File: config.mk
export PLATFORM = sky130hd
export DESIGN_NAME = branch_pred_queue
export DESIGN_NICKNAME = d
export VERILOG_FILES = /design/src/rtl/riscv_types_pkg.sv /design/src/rtl/bpq_perf_counter.sv /design/src/rtl/branch_pred_queue.sv
export SDC_FILE = /design/constraint.sdc
export NUM_CORES = 1
export LEC_CHECK = 0
export ABC_AREA = 1
export CAP_MARGIN = 40
export CORE_ASPECT_RATIO = 1.4
export CORE_MARGIN = 2
export CORE_UTILIZATION = 50
export CTS_CLUSTER_SIZE = 24
export DETAILED_ROUTE_END_ITERATION = 10
export PLACE_DENSITY = 0.77
export RECOVER_POWER = 25
export SYNTH_ARGS = -nofsm -noshare
export SYNTH_HDL_FRONTEND = slang
export SYNTH_SLANG_ARGS = --single-unit
File: constraint.sdc
create_clock -name clk_i -period 5.95 [get_ports clk_i]
set_input_delay 1.19 -clock clk_i [delete_from_list [all_inputs] [get_ports clk_i]]
set_output_delay 1.19 -clock clk_i [all_outputs]
set_load 0.05 [all_outputs]
File: src/rtl/riscv_types_pkg.sv
// rtl/riscv_types_pkg.sv - branch prediction types shared by predictor, queue and execute
package riscv_types_pkg;

    localparam int BPQ_ADDR_WIDTH = 32;

    typedef struct packed {
        logic                      predict_taken;
        logic [BPQ_ADDR_WIDTH-1:0] predict_target;
        logic                      btb_hit;
    } branch_prediction_t;

    typedef struct packed {
        logic                      valid;
        logic [BPQ_ADDR_WIDTH-1:0] pc;
        logic                      taken;
        logic [BPQ_ADDR_WIDTH-1:0] target;
        logic                      mispredict;
    } branch_update_t;

    typedef struct packed {
        logic [BPQ_ADDR_WIDTH-1:0] pc;
        branch_prediction_t        pred;
    } bpq_entry_t;

endpackage

File: src/rtl/bpq_perf_counter.sv
// rtl/bpq_perf_counter.sv - saturating 32-bit event counter
module bpq_perf_counter (
    input  logic        clk_i,
    input  logic        rst_i,
    input  logic        inc_i,
    output logic [31:0] count_o
);

    // count events, sticking at all-ones instead of wrapping
    always_ff @(posedge clk_i or posedge rst_i) begin
        if (rst_i) begin
            count_o <= '0;
        end else if (inc_i && (count_o != 32'hFFFF_FFFF)) begin
            count_o <= count_o + 32'd1;
        end
    end

endmodule

File: src/rtl/branch_pred_queue.sv
// rtl/branch_pred_queue.sv - in-order prediction queue with resolve/update/redirect (BPQ_STATS_EN adds counters)
module branch_pred_queue
    import riscv_types_pkg::*;
#(
    parameter int ADDR_WIDTH = BPQ_ADDR_WIDTH,
    parameter int DEPTH      = 8,
    localparam int PW        = $clog2(DEPTH),
    localparam int CW        = $clog2(DEPTH) + 1
) (
    input  logic                  clk_i,
    input  logic                  rst_i,
    input  logic                  push_valid_i,
    output logic                  push_ready_o,
    input  logic [ADDR_WIDTH-1:0] push_pc_i,
    input  branch_prediction_t    push_pred_i,
    input  logic                  resolve_valid_i,
    input  logic                  resolve_taken_i,
    input  logic [ADDR_WIDTH-1:0] resolve_target_i,
    input  logic                  flush_i,
    output branch_update_t        update_o,
    output logic                  redirect_o,
    output logic [ADDR_WIDTH-1:0] redirect_pc_o,
    output logic                  resolve_err_o,
    output logic [CW-1:0]         count_o
`ifdef BPQ_STATS_EN
    ,
    output logic [31:0]           stat_branches_o,
    output logic [31:0]           stat_mispredicts_o
`endif
);

    bpq_entry_t      mem [DEPTH];
    logic [PW-1:0]   head;
    logic [PW-1:0]   tail;
    logic [CW-1:0]   count;

    bpq_entry_t      head_entry;
    logic            empty;
    logic            push_fire;
    logic            resolve_fire;
    logic            mispredict;
    logic            unused_btb_hit;

    assign empty          = (count == '0);
    assign push_ready_o   = (count != CW'(DEPTH));
    assign push_fire      = push_valid_i && push_ready_o;
    // A resolve on an empty queue is an error, never a bypass of a same-cycle push.
    assign resolve_fire   = resolve_valid_i && !empty && !flush_i;
    assign head_entry     = mem[head];
    assign unused_btb_hit = head_entry.pred.btb_hit;
    assign count_o        = count;

    // compare actual outcome against the stored prediction for the head entry
    always_comb begin
        mispredict = (head_entry.pred.predict_taken != resolve_taken_i) ||
                     (resolve_taken_i && (head_entry.pred.predict_target != resolve_target_i));
    end

    // pointer/occupancy update: flush beats mispredict squash beats normal push/pop
    always_ff @(posedge clk_i or posedge rst_i) begin
        if (rst_i) begin
            head  <= '0;
            tail  <= '0;
            count <= '0;
        end else if (flush_i || (resolve_fire && mispredict)) begin
            head  <= '0;
            tail  <= '0;
            count <= '0;
        end else begin
            if (push_fire) begin
                tail <= tail + PW'(1);
            end
            if (resolve_fire) begin
                head <= head + PW'(1);
            end
            count <= count + CW'(push_fire) - CW'(resolve_fire);
        end
    end

    // entry storage; a dropped push may write the slot but tail never advances past it
    always_ff @(posedge clk_i) begin
        if (push_fire) begin
            mem[tail] <= '{pc: push_pc_i, pred: push_pred_i};
        end
    end

    // registered predictor update and front-end redirect, one cycle after the resolve edge
    always_ff @(posedge clk_i or posedge rst_i) begin
        if (rst_i) begin
            update_o      <= '0;
            redirect_o    <= 1'b0;
            redirect_pc_o <= '0;
        end else begin
            if (resolve_fire) begin
                update_o.valid      <= 1'b1;
                update_o.pc         <= head_entry.pc;
                update_o.taken      <= resolve_taken_i;
                update_o.target     <= resolve_target_i;
                update_o.mispredict <= mispredict;
            end else begin
                update_o <= '0;
            end
            redirect_o <= resolve_fire && mispredict;
            if (resolve_fire && mispredict) begin
                redirect_pc_o <= resolve_taken_i ? resolve_target_i
                                                 : head_entry.pc + ADDR_WIDTH'(4);
            end
        end
    end

    // sticky error: execute resolved a branch the queue never held
    always_ff @(posedge clk_i or posedge rst_i) begin
        if (rst_i) begin
            resolve_err_o <= 1'b0;
        end else if (resolve_valid_i && empty) begin
            resolve_err_o <= 1'b1;
        end
    end

`ifdef BPQ_STATS_EN
    bpq_perf_counter u_stat_branches (
        .clk_i   (clk_i),
        .rst_i   (rst_i),
        .inc_i   (update_o.valid),
        .count_o (stat_branches_o)
    );

    bpq_perf_counter u_stat_mispredicts (
        .clk_i   (clk_i),
        .rst_i   (rst_i),
        .inc_i   (update_o.valid && update_o.mispredict),
        .count_o (stat_mispredicts_o)
    );
`endif

endmodule

==> flow_summary.yaml <==
power_and_ir_drop:
  power.density_nw_per_um2: 429
  leakage_nw: 13.7
  ir_worst_vdd_mv: 0.303
  total_power_mw: 13.8
timing:
  hold_viol_final: 0
  final_max_slew_viol_count: 0
  worst_slew_pin_slew_ns: 0.901
  rsz0062_at_grt: "false"
  finalSetupViolCount: 0
  final.min_clock_period_ns: 4.11
  fin_skew_ns: 0.0207
  final.setup.tns_ns: 0
  fmax_mhz: 243
  finalCritPeriodShare_pct: 69.1
  slew_headroom_pct: 39.9
  worst_hold_slack_ns: 0.491
hold_path:
  hp-class: "flip-flop to flip-flop"
floorplanning:
  die_x_um: 202
  rows: 101
  die-area_um2: 56700
  core_um2: 54200
  io-pin-count: 210
  die_y_um: 281
  initial_core_util_pct: 50.5
detailed_routing:
  drtAntennaViolNets: 0
  highest_layer: "met5"
  wl_per_cell_um: 20.0
  drt-met1-wl_um: 27700
  routed_wl_um: 74800
  avgViaCountPerCell: 5.40
  wl_met2_um: 36400
  first_pass_iters: 9
  drt-initial-drc-count: 1912
  dr_wl_met3_um: 6260
  num_vias: 20200
  drcViolationCount: 1
global_routing:
  grt_pass1_vias: 19600
  grt_max_degree: 178
  grt_use_total_pct: 26.3
  grt_first_pass_wirelength_um: 112000
  grt-ovfl-total: 0
  antenna_found_initial: 17
synth:
  syn_area_per_cell_um2: 9.84
  synth-warning-count: 0
  synth_area_leader_cell: "edfxtp_1"
  syn_inst: 2783
  seq_area_frac_synth_pct: 67.1
  synth.ff_latch_count: 630
  synth_area_leaders: "edfxtp_1 57%, nand2_1 12%, dfrtp_1 10%"
  synth_top_area_share_pct: 57.0
  synthDistinctLibCells: 32
  syn_nets: 2897
  syn_area_um2: 27400
critical_path:
  worst-r2r-cell-count: 19
  critPathBufInv: 4
  r2r_start: "head[0]"
  crit_type: "flip-flop to flip-flop"
  required_ns: 6.44
  timing.rr.end: "redirect_pc_o[3]"
  path_delay_family: "simple AND/OR/NAND/NOR gates"
  crit_path_frequent_cell: "nand2_1"
  cp_num_cells: 19
  setup.worst_path.start: "head[0]"
  arrival_ns: 4.60
  rrSetupSlack_ns: 1.84
  max_stage_delay_ns: 0.72
  worst_path_max_delay_cell: "dfrtp_4"
  cp-endpoint: "redirect_pc_o[3]"
  worstPathCellList: "inv_6, buf_16, buf_12, nand2_1, nand2_1, nand2_1, nand2_1, nand2_1, nand2_1, nand2_1, nand2_1, nand3_1, nor2_1, nand2_1, nor2_1, nand3_1, nand2_2, buf_4, o21ai_0"
  cp_max_fo: 75
  crit_path_end_kind: "flip-flop"
  critPathLaunchType: "flip-flop"
final_layout:
  drive_above_1_share_pct: 5.55
  fin_util_pct: 59.6
  final_cell_area_um2: 32300
  fin_nets: 3078
  syn_to_final_growth_pct: 17.9
clock_tree:
  post_cts.repair.setup_buffers: 0
  max-clock-path-buffers: 3
  root_buffer: "clkbuf_16"
  hold_buffers: 0
  cts_buffers: 56
  cts-resized-gates: 0
  cts_tree: "yes"
  htreeDepth: 2
  cts_sinks: 630
  clk_pin_slew_ns: 0.06
  clkLatencyLatePin_ns: 0.62
place:
  gp_congestion: 0.933
  portBuffers: 208
  hpwl_um: 48000
  dpl_cell_area_um2: 30300
job:
  drv_cap: 0
status:
  outcome: "finished with violations"
  violations: "design-rule violations"
==> registers in the layout (all words and copies together), names as in the netlist <==
| name | flops |
|---|---|
| redirect_o | 1 |
| redirect_pc_o | 32 |
| count_o | 4 |
| mem | 520 |
| update_o | 66 |
| tail | 3 |
| head | 3 |
| resolve_err_o | 1 |
==> report_power, final <==
part | switching, mW | internal, mW
clock | 1.63 | 2.22
combinational | 3.26 | 1.28
sequential | 0.238 | 5.21
==> layer usage <==
metal | track usage, % | up-vias
met2 | 44.1 | 1029
met1 | 32.3 | 9581
met3 | 4.34 | 236
met4 | 15.5 | 12
met5 | 0 | -
li1 | - | 9342
==> worst register-to-register path, stage by stage (launching register included) <==
cell	delay [ns]
dfrtp_4	0.72
inv_6	0.45
buf_16	0.32
buf_12	0.38
nand2_1	0.19
nand2_1	0.07
nand2_1	0.05
nand2_1	0.07
nand2_1	0.08
nand2_1	0.07
nand2_1	0.05
nand2_1	0.14
nand3_1	0.08
nor2_1	0.09
nand2_1	0.07
nor2_1	0.09
nand3_1	0.15
nand2_2	0.36
buf_4	0.39
o21ai_0	0.14
==> cells in the mapped netlist <==
master / number
a22oi_1: 1
nand3_2: 2
buf_6: 6
buf_1: 12
o21bai_1: 1
dfrtp_1: 110
o211ai_1: 3
clkbuf_1: 27
nand4_1: 13
a31oi_1: 1
and2_1: 1
o21ai_0: 107
o21ai_1: 32
or2_2: 1
o22ai_1: 6
clkinv_1: 2
ha_1: 9
a21oi_1: 10
nand2_1: 891
nand2_2: 5
xnor2_1: 1
nand3_1: 234
inv_1: 318
nor2_1: 370
nor2_2: 8
nor3_1: 1
edfxtp_1: 520
buf_4: 25
buf_2: 52
inv_2: 5
xor2_1: 8
fa_1: 1
==> layout make-up <==
class,count,area (µm²)
fill,4220,21900
sequential,630,18400
multi-input combinational,1706,7200
timing repair buffer,245,2560
clock buffer,67,1500
inverter,325,1230
tap,721,902
clock inverter,38,489
antenna,11,27.5
==> cell usage in the layout (no fill, tap or decap), types with 2 or more instances in the layout <==
cell type | synthesis | final
dfrtp_4 | 0 | 2
nor2_2 | 8 | 8
clkbuf_16 | 0 | 57
clkbuf_8 | 0 | 4
clkinv_1 | 2 | 6
o21ai_1 | 32 | 32
inv_6 | 0 | 3
clkinv_4 | 0 | 2
inv_2 | 5 | 5
nor2_1 | 370 | 362
buf_16 | 0 | 5
clkinvlp_4 | 0 | 7
diode_2 | 0 | 11
clkbuf_1 | 27 | 6
ha_1 | 9 | 9
clkinv_2 | 0 | 12
nand4_1 | 13 | 13
dfrtp_1 | 110 | 107
nor2_4 | 0 | 8
edfxtp_1 | 520 | 520
dlygate4sd3_1 | 0 | 48
inv_1 | 318 | 315
nand3_1 | 234 | 234
nand2_1 | 891 | 891
nand2_2 | 5 | 5
o22ai_1 | 6 | 6
nand3_2 | 2 | 2
xor2_1 | 8 | 8
bufinv_16 | 0 | 9
o21ai_0 | 107 | 107
buf_4 | 25 | 24
buf_12 | 0 | 8
o211ai_1 | 3 | 3
clkdlybuf4s50_1 | 0 | 160
a21oi_1 | 10 | 10
==> per-stage QoR <==
| step | worst slack, ns | instances |
|---|---|---|
| global route | 1.51 | 3739 |
| finish | 1.84 | 3743 |
| floorplan | 0.796 | 2783 |
| detailed placement | 1.93 | 3627 |
| CTS | 1.90 | 3732 |
| global placement | 1.94 | 3622 |
==> worst min-delay path by stage <==
stage,from,end,slack (ns),depth (start not counted)
4_1_cts,redirect_pc_o[25],redirect_pc_o[25],0.49,2
6_report,redirect_pc_o[15],redirect_pc_o[15],0.49,2
2_1_floorplan,tail[2],tail[2],0.56,2
3_5_place_dp,redirect_pc_o[25],redirect_pc_o[25],0.48,2
3_3_place_gp,resolve_err_o,resolve_err_o,0.46,1
5_1_grt,redirect_pc_o[2],redirect_pc_o[2],0.52,2
==> cell families after synthesis <==
family                     after synthesis  share of synthesized area, %
AOI/OAI and AO/OA                      161                          3.02
xor gates and xnor gates                 9                         0.288
adders and majority gates               10                         0.484
buffers and inverters                  447                          6.87
DFF                                    630                          67.1
and+or+nand+nor                       1526                          22.3
Note: power is estimated with default switching activity, not from simulation.
